<file path="src/rtl/beat_period_estimator.sv">
// Beat period estimator: turns baton direction-change flags into accepted beats and
// reports the mean of the last four accepted beat-to-beat intervals in camera clock cycles.
module beat_period_estimator #(
  parameter int COUNT_WIDTH  = 28,
  parameter int MIN_INTERVAL = 2_000_000,
  parameter int MAX_INTERVAL = 200_000_000
) (
  input  logic                   clk_camera_in,
  input  logic                   rst_in,
  input  logic                   beat_in,
  output logic                   beat_out,
  output logic [COUNT_WIDTH-1:0] period_out,
  output logic                   period_valid_out,
  output logic                   timeout_out
);

  localparam int SUM_W = COUNT_WIDTH + 2;
  localparam logic [COUNT_WIDTH-1:0] MIN_C = COUNT_WIDTH'(MIN_INTERVAL);
  localparam logic [COUNT_WIDTH-1:0] MAX_C = COUNT_WIDTH'(MAX_INTERVAL);

  typedef enum logic {S_IDLE, S_TIMING} state_t;

  function automatic logic [COUNT_WIDTH-1:0] f_sat_inc(input logic [COUNT_WIDTH-1:0] c);
    return (c >= MAX_C) ? MAX_C : c + COUNT_WIDTH'(1);
  endfunction

  function automatic logic [COUNT_WIDTH-1:0] f_mean4(input logic [SUM_W-1:0] s);
    return COUNT_WIDTH'(s >> 2);
  endfunction

  state_t                 r_state;
  logic                   r_beat_d;
  logic [COUNT_WIDTH-1:0] r_count;
  logic [COUNT_WIDTH-1:0] r_hist [4];
  logic [1:0]             r_wptr;
  logic [2:0]             r_fill;
  logic [SUM_W-1:0]       r_sum;

  logic                   w_edge;
  logic                   w_timeout;
  logic                   w_accept;
  logic                   w_start;
  logic                   w_full;
  logic [COUNT_WIDTH-1:0] w_oldest;
  logic [SUM_W-1:0]       w_sum_next;

  // Timeout has priority; an edge in the timeout cycle becomes a fresh start.
  assign w_edge     = beat_in & ~r_beat_d;
  assign w_timeout  = (r_state == S_TIMING) && (r_count == MAX_C);
  assign w_accept   = (r_state == S_TIMING) && w_edge && !w_timeout &&
                      (r_count >= MIN_C) && (r_count < MAX_C);
  assign w_start    = w_edge && ((r_state == S_IDLE) || w_timeout);
  assign w_full     = (r_fill == 3'd4);
  assign w_oldest   = w_full ? r_hist[r_wptr] : '0;
  assign w_sum_next = r_sum - SUM_W'(w_oldest) + SUM_W'(r_count);

  always_ff @(posedge clk_camera_in) begin
    if (rst_in) begin
      r_state          <= S_IDLE;
      r_beat_d         <= 1'b0;
      r_count          <= '0;
      r_wptr           <= '0;
      r_fill           <= '0;
      r_sum            <= '0;
      for (int i = 0; i < 4; i++) r_hist[i] <= '0;
      beat_out         <= 1'b0;
      timeout_out      <= 1'b0;
      period_out       <= '0;
      period_valid_out <= 1'b0;
    end else begin
      r_beat_d    <= beat_in;
      beat_out    <= w_start | w_accept;
      timeout_out <= w_timeout;

      // Stage 1: history/sum update; stage 2: registered mean from the updated sum.
      if (w_timeout) begin
        r_wptr           <= '0;
        r_fill           <= '0;
        r_sum            <= '0;
        for (int i = 0; i < 4; i++) r_hist[i] <= '0;
        period_out       <= '0;
        period_valid_out <= 1'b0;
      end else begin
        if (w_accept) begin
          r_hist[r_wptr] <= r_count;
          r_wptr         <= r_wptr + 2'd1;
          r_sum          <= w_sum_next;
          if (!w_full) r_fill <= r_fill + 3'd1;
        end
        period_valid_out <= w_full;
        period_out       <= w_full ? f_mean4(r_sum) : '0;
      end

      if (w_start || w_accept) begin
        r_state <= S_TIMING;
        r_count <= COUNT_WIDTH'(1);
      end else if (w_timeout) begin
        r_state <= S_IDLE;
        r_count <= '0;
      end else if (r_state == S_TIMING) begin
        r_count <= f_sat_inc(r_count);
      end
    end
  end

endmodule

</file>
<file path="config.mk">
export PLATFORM = sky130hd
export DESIGN_NAME = beat_period_estimator
export DESIGN_NICKNAME = d
export VERILOG_FILES = /design/src/rtl/beat_period_estimator.sv
export SDC_FILE = /design/constraint.sdc
export NUM_CORES = 1
export LEC_CHECK = 0
export BUFFER_PORTS_ARGS = -buffer_cell sky130_fd_sc_hd__buf_2
export CAP_MARGIN = 20
export CORE_MARGIN = 1
export CORE_UTILIZATION = 48
export DETAILED_ROUTE_END_ITERATION = 8
export SLEW_MARGIN = 20
export SYNTH_ARGS = -nofsm -noshare
export SYNTH_HDL_FRONTEND = slang
export SYNTH_SLANG_ARGS = --single-unit
</file>
<file path="constraint.sdc">
create_clock -name clk_camera_in -period 12.9 [get_ports clk_camera_in]
set_clock_uncertainty 0.05 [all_clocks]
set_input_delay 2.58 -clock clk_camera_in [delete_from_list [all_inputs] [get_ports clk_camera_in]]
set_output_delay 2.58 -clock clk_camera_in [all_outputs]
set_load 0.02 [all_outputs]
</file>
## Yosys cells after proc, flatten, opt, wreduce, memory -nomap -nowiden

Memories as Yosys holds them, arrays and structs flattened. A register that Yosys moved wholly into a read port is not among the register bits.
Cells that the tools add are included.
W data, S select, Z words.

| storage, ports and cells | value |
|---|---|
| RAM bits | 112 |
| memories | 1 |
| logic and storage cells | 72 |
| register bits | 96 |

| operators by class | value |
|---|---|
| $lt $le $gt $ge | 3 |
| add/subtract/negate cells | 5 |
| bitwise logic cells | 9 |
| multiplexer cells | 25 |
| equality and inequality tests | 2 |
| reductions and logical operators | 16 |

Memory list:

| name | words | width | read ports | clocked after Yosys merged registers in | write ports | line | text |
|---|---|---|---|---|---|---|---|
| r_hist | 4 | 28 | 1 | 1 | 4 | 34 | `logic [COUNT_WIDTH-1:0] r_hist [4];` |

Operators with widths:

| operator | number |
|---|---|
| $mux W28 | 7 |
| $add A30 B28 Y30 | 1 |
| $sub A30 B28 Y30 | 1 |
| $add A28 B1 Y28 const B | 1 |
| $eq A28 B28 Y1 const B | 1 |
| $ge A28 B21 Y1 const B | 1 |
| $ge A28 B28 Y1 const B | 1 |
| $lt A28 B28 Y1 const B | 1 |
| $reduce_or A28 Y1 | 1 |
| $mux W1 | 15 |
| $logic_and A1 B1 Y1 | 6 |
| $mux W2 | 3 |
| $reduce_or A3 Y1 | 2 |
| $or A1 B1 Y1 | 5 |
| $add A3 B1 Y3 const B | 1 |
| $eq A3 B3 Y1 const B | 1 |
| $not A1 Y1 | 3 |
| $reduce_bool A3 Y1 | 1 |
| $add A2 B1 Y2 const B | 1 |
| $logic_or A1 B1 Y1 | 2 |
| $reduce_and A2 Y1 | 1 |
| $reduce_bool A2 Y1 | 1 |
| $reduce_or A2 Y1 | 1 |
| $and A1 B1 Y1 | 1 |
| $logic_not A1 Y1 | 1 |

## Logic depth before layout (Yosys ltp)

| depth | value |
|---|---|
| depth after elaboration | 12 |
| mapped depth | 19 |
| gate-level depth less buffers | 18 |

## Worst setup path after synthesis

OpenSTA, ideal clock, no wires.

| path | value |
|---|---|
| path type | reg2reg |
| start | register with a tool-made name |
| end | register r_sum[29] |
| cell stages (with the launch flop) | 17 |
| buffers on the path | 2 |
| data arrival time | 4.817 ns |
| setup slack | 7.962 ns |
| library setup time | 0.072 ns |
| cell sequence | dfxtp_1 -> clkbuf_1 -> buf_1 -> mux4_2 -> nor2b_1 -> fa_1 -> inv_1 -> ha_1 -> a21o_1 -> a221oi_1 -> o211ai_1 -> a31o_2 -> a221oi_1 -> o211ai_1 -> a211o_1 -> nand2_1 -> mux2i_1 |

RTL lines:

| item | line | text |
|---|---|---|
| end signal, assigned | 87 | `r_sum <= w_sum_next;` |
| end, declared | 37 | `logic [SUM_W-1:0] r_sum;` |

==> impl_metrics.toml <==
[worst_setup_path]
end_kind = "flip-flop"
critPathKind = "reg -> reg"
worst-path-max-fanout = 28
crit_arrival_ps = 5490
critPathSlowestCell = "a2111oi_0"
crit_chain = "buf_4 > mux4_2 > nor2b_1 > fa_1 > inv_1 > ha_1 > a211o_1 > a21oi_1 > o21ai_0 > a2111oi_0 > or2_2 > o211a_1 > o211ai_1 > o31a_1 > o22ai_1"
slowest_delay_ps = 810
critPathRequiredTime_ps = 13290
worst_setup_path_start_kind = "flip-flop"

[timing]
fin_crit_ps = 5100
tightest_slew_ps = 981
grt_setup_unrepaired = "false"
setup_viol = 0
fin_crit_sh = 0.396
max_freq_mhz = 196
slew_headroom = 0.346
hold_viol_final = 0
slew_violations = 0
setup_tns_ps = 0

[floorplanning]
die_x_um = 155
core-area_sq_mm = 0.0227
start_util = 0.492
num_io_pins = 34
rows = 55
die_area_sq_mm = 0.0239
die_h_um = 155

[synthesis]
ys.warnings.count = 0
yosysTopAreaCellShare = 0.301
synth_area_sq_mm = 0.0112
ys_seq_elements = 210
syn_area_per_cell_sq_um = 10.5
synthMostInstantiatedCell = "and3_1"
synth_top_area_cell = "edfxtp_1"
ys_types = 60
synthArstFlopShare = 0
ys_seq_area_frac = 0.477
synthFlopType = "edfxtp_1"
netlist_top_cells_area = "edfxtp_1, dfxtp_1, and3_1"
synthTopCellsByCount = "and3_1, inv_1, edfxtp_1"
synth_edf_count = 112
synth_fp_nets = 1130
synthCells = 1061

[pwr]
p_switching_mw = 0.320
ir_drop_uv = 65.2
pwr-share-comb = 0.032
leakage_nw = 5.03
seq_power_share = 0.483
clock_power_share = 0.485
p_sw_frac = 0.211
pwr_density_cell_mw_per_mm2 = 122
intPower_mw = 1.19

[place]
dp.cells = 1325
portBuffers = 33
gp_congestion = 0.909
dpl.hpwl_um = 18400

[clock_network]
postCtsSetupRepairBufs = 0
cts.root.buffer_cell = "clkbuf_16"
cts_buffers = 25
clock_latency_ps = 520
clock_sinks = 210
htreeDepth = 1
cts_tree = "built"
ctsHoldBuffers = 0
cts.path.max_buffers = 3
ctsResizeCount = 0
clk_pin_slew_ps = 60

[global_routing]
grt_pass1_wl_um = 41700
track_usage = 0.226
grt_max_degree = 117
gr-total-overflow = 0
grt_pass1_vias = 7304
grt_antenna_before_repair = 1

[hold_path]
hp-class = "reg -> reg"

[finish]
diodes = 0
utilization = 0.544
finalNonFillerCells = 1370
nFillCells = 2006
syn2layout_area_growth_pct = 10.7
fin_nets = 1136
drive_gt1_frac = 0.133

[drt]
final_antenna_net_count = 0
wire_per_inst_um = 19.2
first_pass_iters = 7
wl_um = 26300
num_vias = 7739
vias_per_cell = 5.65
drc_errors = 0
drt_iter0_markers = 672

[flow_run]
max-cap-violations = 0

[outcome]
outcome = "completed"
[power groups by stage]
stage          clock network (mW)  registers (mW)  logic (mW)
3_3_place_gp                    0           0.745      0.0477
6_report                    0.734           0.731      0.0483
3_5_place_dp                    0           0.745      0.0483
2_1_floorplan                   0           0.739      0.0382
4_1_cts                     0.745           0.731      0.0484
5_1_grt                     0.773           0.732      0.0523
[flip-flops by register name, summed over array words and instances, names as in the netlist, named ones only]
register          cells
timeout_out           1
r_fill                3
period_valid_out      1
beat_out              1
r_wptr                2
r_state               1
r_beat_d              1
r_hist              112
period_out           28
r_sum                30
r_count              28
[area by class of cell]
cell class / instances / area (sq um) / area share
clock inverters: 18 / 219 / 0.0177
clock buffers: 27 / 633 / 0.0512
repair buffers: 44 / 248 / 0.0200
inverters: 120 / 450 / 0.0364
flip-flops and latches: 210 / 5330 / 0.431
well taps: 285 / 357 / 0.0288
multi-input cells: 666 / 5130 / 0.415
[placed cells by master, fill, tap and decap left out, types with 25 or more instances in the layout]
cell type	Yosys	layout
and3_1	120	120
inv_1	118	118
edfxtp_1	112	112
dfxtp_1	98	97
nand2_1	78	73
a21oi_1	59	58
xnor2_1	39	39
ha_1	38	38
nor3_1	36	36
buf_2	12	33
nor2b_1	31	31
mux4_2	28	28
fa_1	28	28
nor2_1	27	27
clkbuf_16	0	25
[cells by family (layout without fill, tap and decap cells)]
| logic type | count (synthesis) | count (layout) | synth area share |
|---|---|---|---|
| multiplexers | 31 | 31 | 0.0592 |
| AND/OR/NAND/NOR | 379 | 379 | 0.188 |
| adder cells (fa/ha/maj) | 66 | 66 | 0.0928 |
| flip-flops | 210 | 210 | 0.477 |
| XOR/XNOR | 46 | 46 | 0.0361 |
| buffers and inverters | 185 | 209 | 0.0659 |
| AO/OA/AOI/OAI | 144 | 144 | 0.0809 |
[metal layers]
metal / vias to the layer above / track usage / routed length (um)
li1: 3713 / - / -
met1: 3759 / 0.350 / 13200
met2: 223 / 0.324 / 11000
met3: 44 / 0.0314 / 1440
met4: 0 / 0.0693 / 640
met5: - / 0 / 0
[worst max-delay path: cells and delay by family (launching register included)]
family	cells	cell delay, ps
AOI/OAI and AO/OA	8	2240
and+or+nand+nor	2	460
muxes	1	560
buffers and inverters	2	500
DFF	1	310
adders and majority gates	2	870
[stage by stage]
stage / hold slack [ps] / power [mW] / setup WS [ps] / area [sq um]
floorplan: 382 / 0.777 / 7960 / 11200
global placement: 388 / 0.792 / 7020 / 11500
detailed placement: 394 / 0.793 / 7080 / 11500
CTS: 401 / 1.52 / 7610 / 12400
global route: 420 / 1.56 / 7530 / 12400
finish: 400 / 1.51 / 7800 / 12400
[worst paths after layout]
kind / start / endpoint / slack (ps) / cells past startpoint
min: r_sum[13]$_SDFFE_PP0P_ / r_sum[13]$_SDFFE_PP0P_ / 400 / 2
max: flip-flop / r_sum[23]$_SDFFE_PP0P_ / 7800 / 15
max reg2reg: flip-flop / r_sum[23]$_SDFFE_PP0P_ / 7800 / 15
min reg2reg: r_sum[13]$_SDFFE_PP0P_ / r_sum[13]$_SDFFE_PP0P_ / 400 / 2
(Power assumes the default switching activity.)
